$ cat config.mk
export PLATFORM = sky130hd
export DESIGN_NAME = dst_stream
export DESIGN_NICKNAME = d
export VERILOG_FILES = /design/src/rtl/dst_stream.sv
export SDC_FILE = /design/constraint.sdc
export NUM_CORES = 1
export LEC_CHECK = 0
export BUFFER_PORTS_ARGS = -buffer_cell sky130_fd_sc_hd__buf_2
export CAP_MARGIN = 25
export CELL_PAD_IN_SITES_DETAIL_PLACEMENT = 0
export CELL_PAD_IN_SITES_GLOBAL_PLACEMENT = 1
export CORE_ASPECT_RATIO = 1.4
export CORE_UTILIZATION = 38
export DETAILED_ROUTE_END_ITERATION = 6
export HOLD_SLACK_MARGIN = 0.02
export PLACE_DENSITY = 0.78
export SYNTH_ARGS = -nofsm -noshare
export SYNTH_HDL_FRONTEND = slang
export SYNTH_SLANG_ARGS = --single-unit
$ cat constraint.sdc
create_clock -name clk -period 2.77 [get_ports clk]
set_clock_uncertainty 0.15 [all_clocks]
set_input_delay 0.554 -clock clk [delete_from_list [all_inputs] [get_ports clk]]
set_output_delay 0.554 -clock clk [all_outputs]
set_load 0.01 [all_outputs]
$ cat src/rtl/dst_stream.sv
// rtl/dst_stream.sv - output-buffer reader streaming words out through a 2-entry skid FIFO
// Optional ReLU on buffered words is compiled in with `define DST_RELU_EN.
module dst_stream #(
    parameter int DW = 32,
    parameter int AW = 12
) (
    input  logic          clk,
    input  logic          rst,
    input  logic          start,
    input  logic [AW-1:0] ds,
    output logic          rd_en,
    output logic [AW-1:0] rd_addr,
    input  logic [DW-1:0] rd_data,
    output logic          m_valid,
    input  logic          m_ready,
    output logic [DW-1:0] m_data,
    output logic          m_last,
    output logic          busy,
    output logic          done
);

    typedef enum logic [1:0] {IDLE, RUN, DRAIN} state_t;

    state_t        state;
    logic [AW-1:0] ds_q;
    logic [AW-1:0] addr_q;
    logic          in_flight;
    logic          in_flight_last;
    logic [1:0]    count;
    logic [DW-1:0] fifo_data [2];
    logic [1:0]    fifo_last;
    logic          wr_ptr;
    logic          rd_ptr;
    logic          done_q;
    logic          pop;
    logic          push;
    logic          issue;
    logic [2:0]    credit;
    logic [DW-1:0] wr_word;

    assign pop    = m_valid & m_ready;
    assign push   = in_flight;
    // A new read lands one cycle later, so it may only go out if the slot will be free by then.
    assign credit = {1'b0, count} + {2'b0, in_flight} - {2'b0, pop};
    assign issue  = (state == RUN) && (credit < 3'd2);

`ifdef DST_RELU_EN
    assign wr_word = rd_data[DW-1] ? '0 : rd_data;
`else
    assign wr_word = rd_data;
`endif

    assign rd_en   = issue;
    assign rd_addr = addr_q;
    assign m_valid = (count != 2'd0);
    assign m_data  = fifo_data[rd_ptr];
    assign m_last  = m_valid & fifo_last[rd_ptr];
    assign busy    = (state != IDLE);
    assign done    = done_q;

    always_ff @(posedge clk) begin
        if (push) begin
            fifo_data[wr_ptr] <= wr_word;
        end
    end

    always_ff @(posedge clk) begin
        if (!rst) begin
            state          <= IDLE;
            ds_q           <= '0;
            addr_q         <= '0;
            in_flight      <= 1'b0;
            in_flight_last <= 1'b0;
            count          <= 2'd0;
            fifo_last      <= 2'b00;
            wr_ptr         <= 1'b0;
            rd_ptr         <= 1'b0;
            done_q         <= 1'b0;
        end else begin
            done_q         <= 1'b0;
            in_flight      <= issue;
            in_flight_last <= issue && (addr_q == ds_q);
            count          <= count + {1'b0, push} - {1'b0, pop};
            if (push) begin
                fifo_last[wr_ptr] <= in_flight_last;
                wr_ptr            <= ~wr_ptr;
            end
            if (pop) begin
                rd_ptr <= ~rd_ptr;
            end
            case (state)
                IDLE: begin
                    if (start) begin
                        ds_q   <= ds;
                        addr_q <= '0;
                        state  <= RUN;
                    end
                end
                RUN: begin
                    // The address holds at ds after the final read so a full-range ds never wraps.
                    if (issue) begin
                        if (addr_q == ds_q) begin
                            state <= DRAIN;
                        end else begin
                            addr_q <= addr_q + 1'b1;
                        end
                    end
                end
                DRAIN: begin
                    if (pop && fifo_last[rd_ptr]) begin
                        state  <= IDLE;
                        done_q <= 1'b1;
                    end
                end
                default: state <= IDLE;
            endcase
        end
    end

endmodule

==> flow_summary.rst <==
.. list-table::
   :header-rows: 1

   * - Metric
     - Value
   * - Run status
     - finished, violations left
   * - Violated checks
     - setup timing
   * - Worst reg2reg path startpoint
     - count[1]
   * - Length in cells of the worst reg-to-reg path
     - 14
   * - Reg-to-reg endpoint
     - rd_addr[9]
   * - Violation count after the first detailed-routing iteration
     - 76
   * - Post-synthesis mux area share
     - 9.57%
   * - Initial standard-cell utilization of the core
     - 39.2%
   * - Synthesized-area fraction occupied by xor and xnor cells
     - 3.22%
   * - First-pass GRT wire length
     - 13000 um
   * - Slew at the pin closest to its max-slew limit
     - 0.887 ns
   * - Post-Synth Adder-Cell Area
     - roughly 1.4%
   * - Clock tree root driver cell
     - clkbuf_16
   * - Total nets after synthesis
     - 365
   * - Synthesized flop and latch total
     - 100
   * - Worst Hold Class
     - primary input to register
   * - Headroom to the max-slew limit
     - around two fifths
   * - All-layer global routing usage
     - 15.1%
   * - Dominant register cell in the synthesized netlist
     - edfxtp_1
   * - Post-detailed-route via-to-cell ratio
     - about 5.0
   * - Slowest cell on the critical path
     - fa_2
   * - Seq/Total Area, Yosys
     - 64.8%
   * - Cell leakage power
     - 0.00200 uW
   * - Clock-pin transition on the worst setup and hold timing paths
     - approximately 0.060 ns
   * - Worst supply voltage drop on vdd
     - 454 uV
   * - Number of antenna repair diodes
     - 0
   * - Unrepaired setup endpoints after global routing
     - yes
   * - Initial antenna violation count
     - 0
   * - Worst path required time
     - 2.07 ns
   * - Detail-routed net length per standard cell
     - 14.7 um
   * - Max-cap violations
     - 0
   * - Via total after detailed routing
     - between 2000 and 3000
   * - Skew-Pair Late Insertion Delay
     - between 0.3 and 0.4 ns
   * - Post-detailed-placement half-perimeter wirelength
     - 5910 um
   * - Kind of cell with the highest combined delay on the critical path
     - adder cells
   * - Fraction of final layout cells sized beyond drive strength 1
     - 45.5%
   * - Core area
     - 10400 um2
   * - Critical path cell sequence
     - inv_2, nand2_2, and2_4, ha_4, inv_2, ha_4, fa_2, nor3b_4, nand2_1, inv_2, buf_6
   * - Total detailed-routing wirelength
     - 8450 um
   * - Startpoint class of the critical path
     - register
   * - Layout area overhead
     - 31.3%
   * - Net total in the final layout
     - about 480
   * - Placed cell count
     - 550
   * - Final ANT Viol Nets
     - 0
   * - Number of buffers and inverters on the critical path
     - 4
   * - Number of input and output port buffers inserted
     - 96
   * - Cell area power density
     - 862 nW/um2
   * - Worst endpoint data arrival time
     - 2.29 ns
   * - Compound-Gate Fraction of Synth Area
     - 6.17%
   * - Number of buffers created by CTS
     - 9
   * - Die extent in x
     - just under 90 um
   * - Critical path fanouts, max
     - 3
   * - Vias in the first global route
     - 2875
   * - Final Max Slew Viols
     - 0
   * - Yosys cell types
     - 48
   * - Synthesized-area fraction occupied by and/or/nand/nor cells
     - 12.2%
   * - Initial DRT Pass Iterations
     - 4
   * - Final Setup Violations
     - 10
   * - Synth Instances
     - about 310
   * - Routability Congestion
     - 0.909
   * - Endpoint, Worst Hold
     - fifo_data[0][19]
   * - Number of standard cells in the final layout excluding fillers
     - 573
   * - Slowest cell delay on critical path
     - around 0.46 ns
   * - Buffer levels on the longest clock path
     - 2
   * - Remaining routing DRC violations
     - 0
   * - Worst Setup Slack post-DPL
     - -0.353 ns
   * - Startpoint of the lowest-slack hold path
     - rd_data[19]
   * - Pin count of the biggest net entering global routing
     - 34
   * - Critical Path Most Common Cell
     - inv_2
   * - Largest family of logic cells by synthesized area
     - simple AND/OR/NAND/NOR gates
   * - Share of the clock period used by the worst path after layout
     - 108%
   * - Htree depth
     - 3
   * - Timing startpoint of the critical path
     - count[1]
   * - Number of enable flip-flop cells after synthesis
     - 64
   * - Final Critical Period
     - 3.00 ns
   * - Max frequency
     - 334 MHz
   * - Average cell area after synthesis
     - approximately 13 um2
   * - Row count
     - 44
   * - Worst hold path cell count
     - 1
   * - Number of hold-slack violations in the final timing report
     - 0
   * - Clock tree from TritonCTS
     - built
   * - Number of top-level pins
     - 97
   * - Die outline height
     - 125 um
   * - Netlist area before placement
     - 4080 um2
   * - Synth warnings
     - 0
   * - Async SR Flop Fraction
     - 0%
   * - FF-to-FF setup slack
     - -0.07 ns
   * - # clock sinks
     - 100
   * - Worst setup EP type
     - primary output
   * - Total Die Area
     - roughly 11000 um2
   * - Post-route worst setup slack
     - -0.228 ns
   * - Worst setup path category
     - register to primary output
   * - Final global-route overflow total
     - 0
## Yosys cell counts, types with 3 or more instances
| cell type | instances | share of area (%) |
|---|---|---|
| mux2_2 | 32 | 8.8 |
| and2_1 | 4 | 0.61 |
| ha_1 | 3 | 0.92 |
| nand3_1 | 11 | 1.4 |
| edfxtp_1 | 64 | 47 |
| dfxtp_1 | 36 | 18 |
| inv_1 | 12 | 1.1 |
| o31ai_1 | 4 | 0.74 |
| mux2i_1 | 3 | 0.74 |
| nor4_1 | 3 | 0.46 |
| a21oi_1 | 15 | 1.8 |
| nand4_1 | 4 | 0.61 |
| nand2_1 | 41 | 3.8 |
| nor3_1 | 5 | 0.61 |
| buf_1 | 3 | 0.28 |
| nor2_1 | 10 | 0.92 |
| nand2b_1 | 3 | 0.46 |
| xnor2_1 | 14 | 3.0 |
| clkbuf_1 | 8 | 0.74 |
## registers in the layout (all words and copies together), names as in the netlist, named ones only
register,cells
count,2
done,1
ds_q,12
fifo_data,64
fifo_last,2
in_flight,1
in_flight_last,1
rd_addr,12
rd_ptr,1
state,2
wr_ptr,1
## metal layers
metal	wire [um]	part of all wire, %	up-vias	global-route usage (%)
met3	543	6.4	25	3.78
met4	293	3.5	0	7.94
met2	4210	50	124	26.2
li1	-	-	1371	-
met1	3400	40	1346	16.4
met5	0	0	-	0
## placed cells by master, fill, tap and decap left out, types with 3 or more instances in the layout
| cell | count |
|---|---|
| buf_2 | 95 |
| edfxtp_1 | 64 |
| nand2_1 | 39 |
| dfxtp_1 | 35 |
| mux2_2 | 32 |
| buf_4 | 19 |
| xnor2_1 | 14 |
| a21oi_1 | 13 |
| nor2_1 | 10 |
| nand3_1 | 9 |
| clkbuf_16 | 9 |
| inv_1 | 7 |
| inv_2 | 5 |
| nor3_1 | 5 |
| buf_6 | 5 |
| nand4_1 | 4 |
| and2_1 | 3 |
| nand2b_1 | 3 |
| mux2i_1 | 3 |
| o311ai_4 | 3 |
## how the worst max path moves through the flow
stage	end	slack, ns	cells after the start
finish	rd_en	-0.23	11
global route	rd_en	-0.34	11
detailed placement	rd_addr[9]	-0.35	11
global placement	rd_en	-0.29	10
CTS	rd_en	-0.27	11
floorplan	rd_addr[6]	0.007	10
## final cells by class
class | count | area, um2
fillers | 907 | 5050
well taps | 138 | 173
multi-input cells | 187 | 1490
repair buffers | 119 | 674
inverters | 13 | 48.8
flip-flops and latches | 100 | 2640
clock inverters | 7 | 96.3
clock buffers | 9 | 225
## stage by stage
| step | instance area, um2 | power (uW) | TNS (ns) | hold WS, ns | util, % |
|---|---|---|---|---|---|
| global placement | 4820 | 3090 | -2.22 | 0.307 | 46.3 |
| global route | 5350 | 4870 | -2.15 | 0.245 | 51.5 |
| CTS | 5200 | 4520 | -1.08 | 0.245 | 50.0 |
| floorplan | 4110 | 2660 | 0 | 0.300 | - |
| finish | 5350 | 4610 | -0.565 | 0.260 | 51.5 |
| detailed placement | 4820 | 3110 | -2.53 | 0.312 | 46.3 |
## what timing repair did
item,in CTS,in global routing
setup endpoints to repair,5,13
resized for setup,10,24
hold buffers,0,0
pin swaps,5,8
buffers inserted,4,4
## logic make-up (layout without fill, tap and decap cells)
| logic type | after synthesis | count (layout) |
|---|---|---|
| buffers and inverters | 26 | 148 |
| XOR/XNOR | 15 | 15 |
| adder cells (fa/ha/maj) | 4 | 4 |
| AO/OA/AOI/OAI | 37 | 37 |
| multiplexers | 35 | 35 |
| AND/OR/NAND/NOR | 96 | 96 |
| flip-flops | 100 | 100 |
## where the power goes
group / leakage, uW / internal [uW] / switching (uW) / total (uW)
sequential: 0.000872 / 1760 / 82.6 / 1850
clock: 0.000150 / 794 / 523 / 1320
combinational: 0.000980 / 690 / 760 / 1450
(Power assumes the default switching activity.)
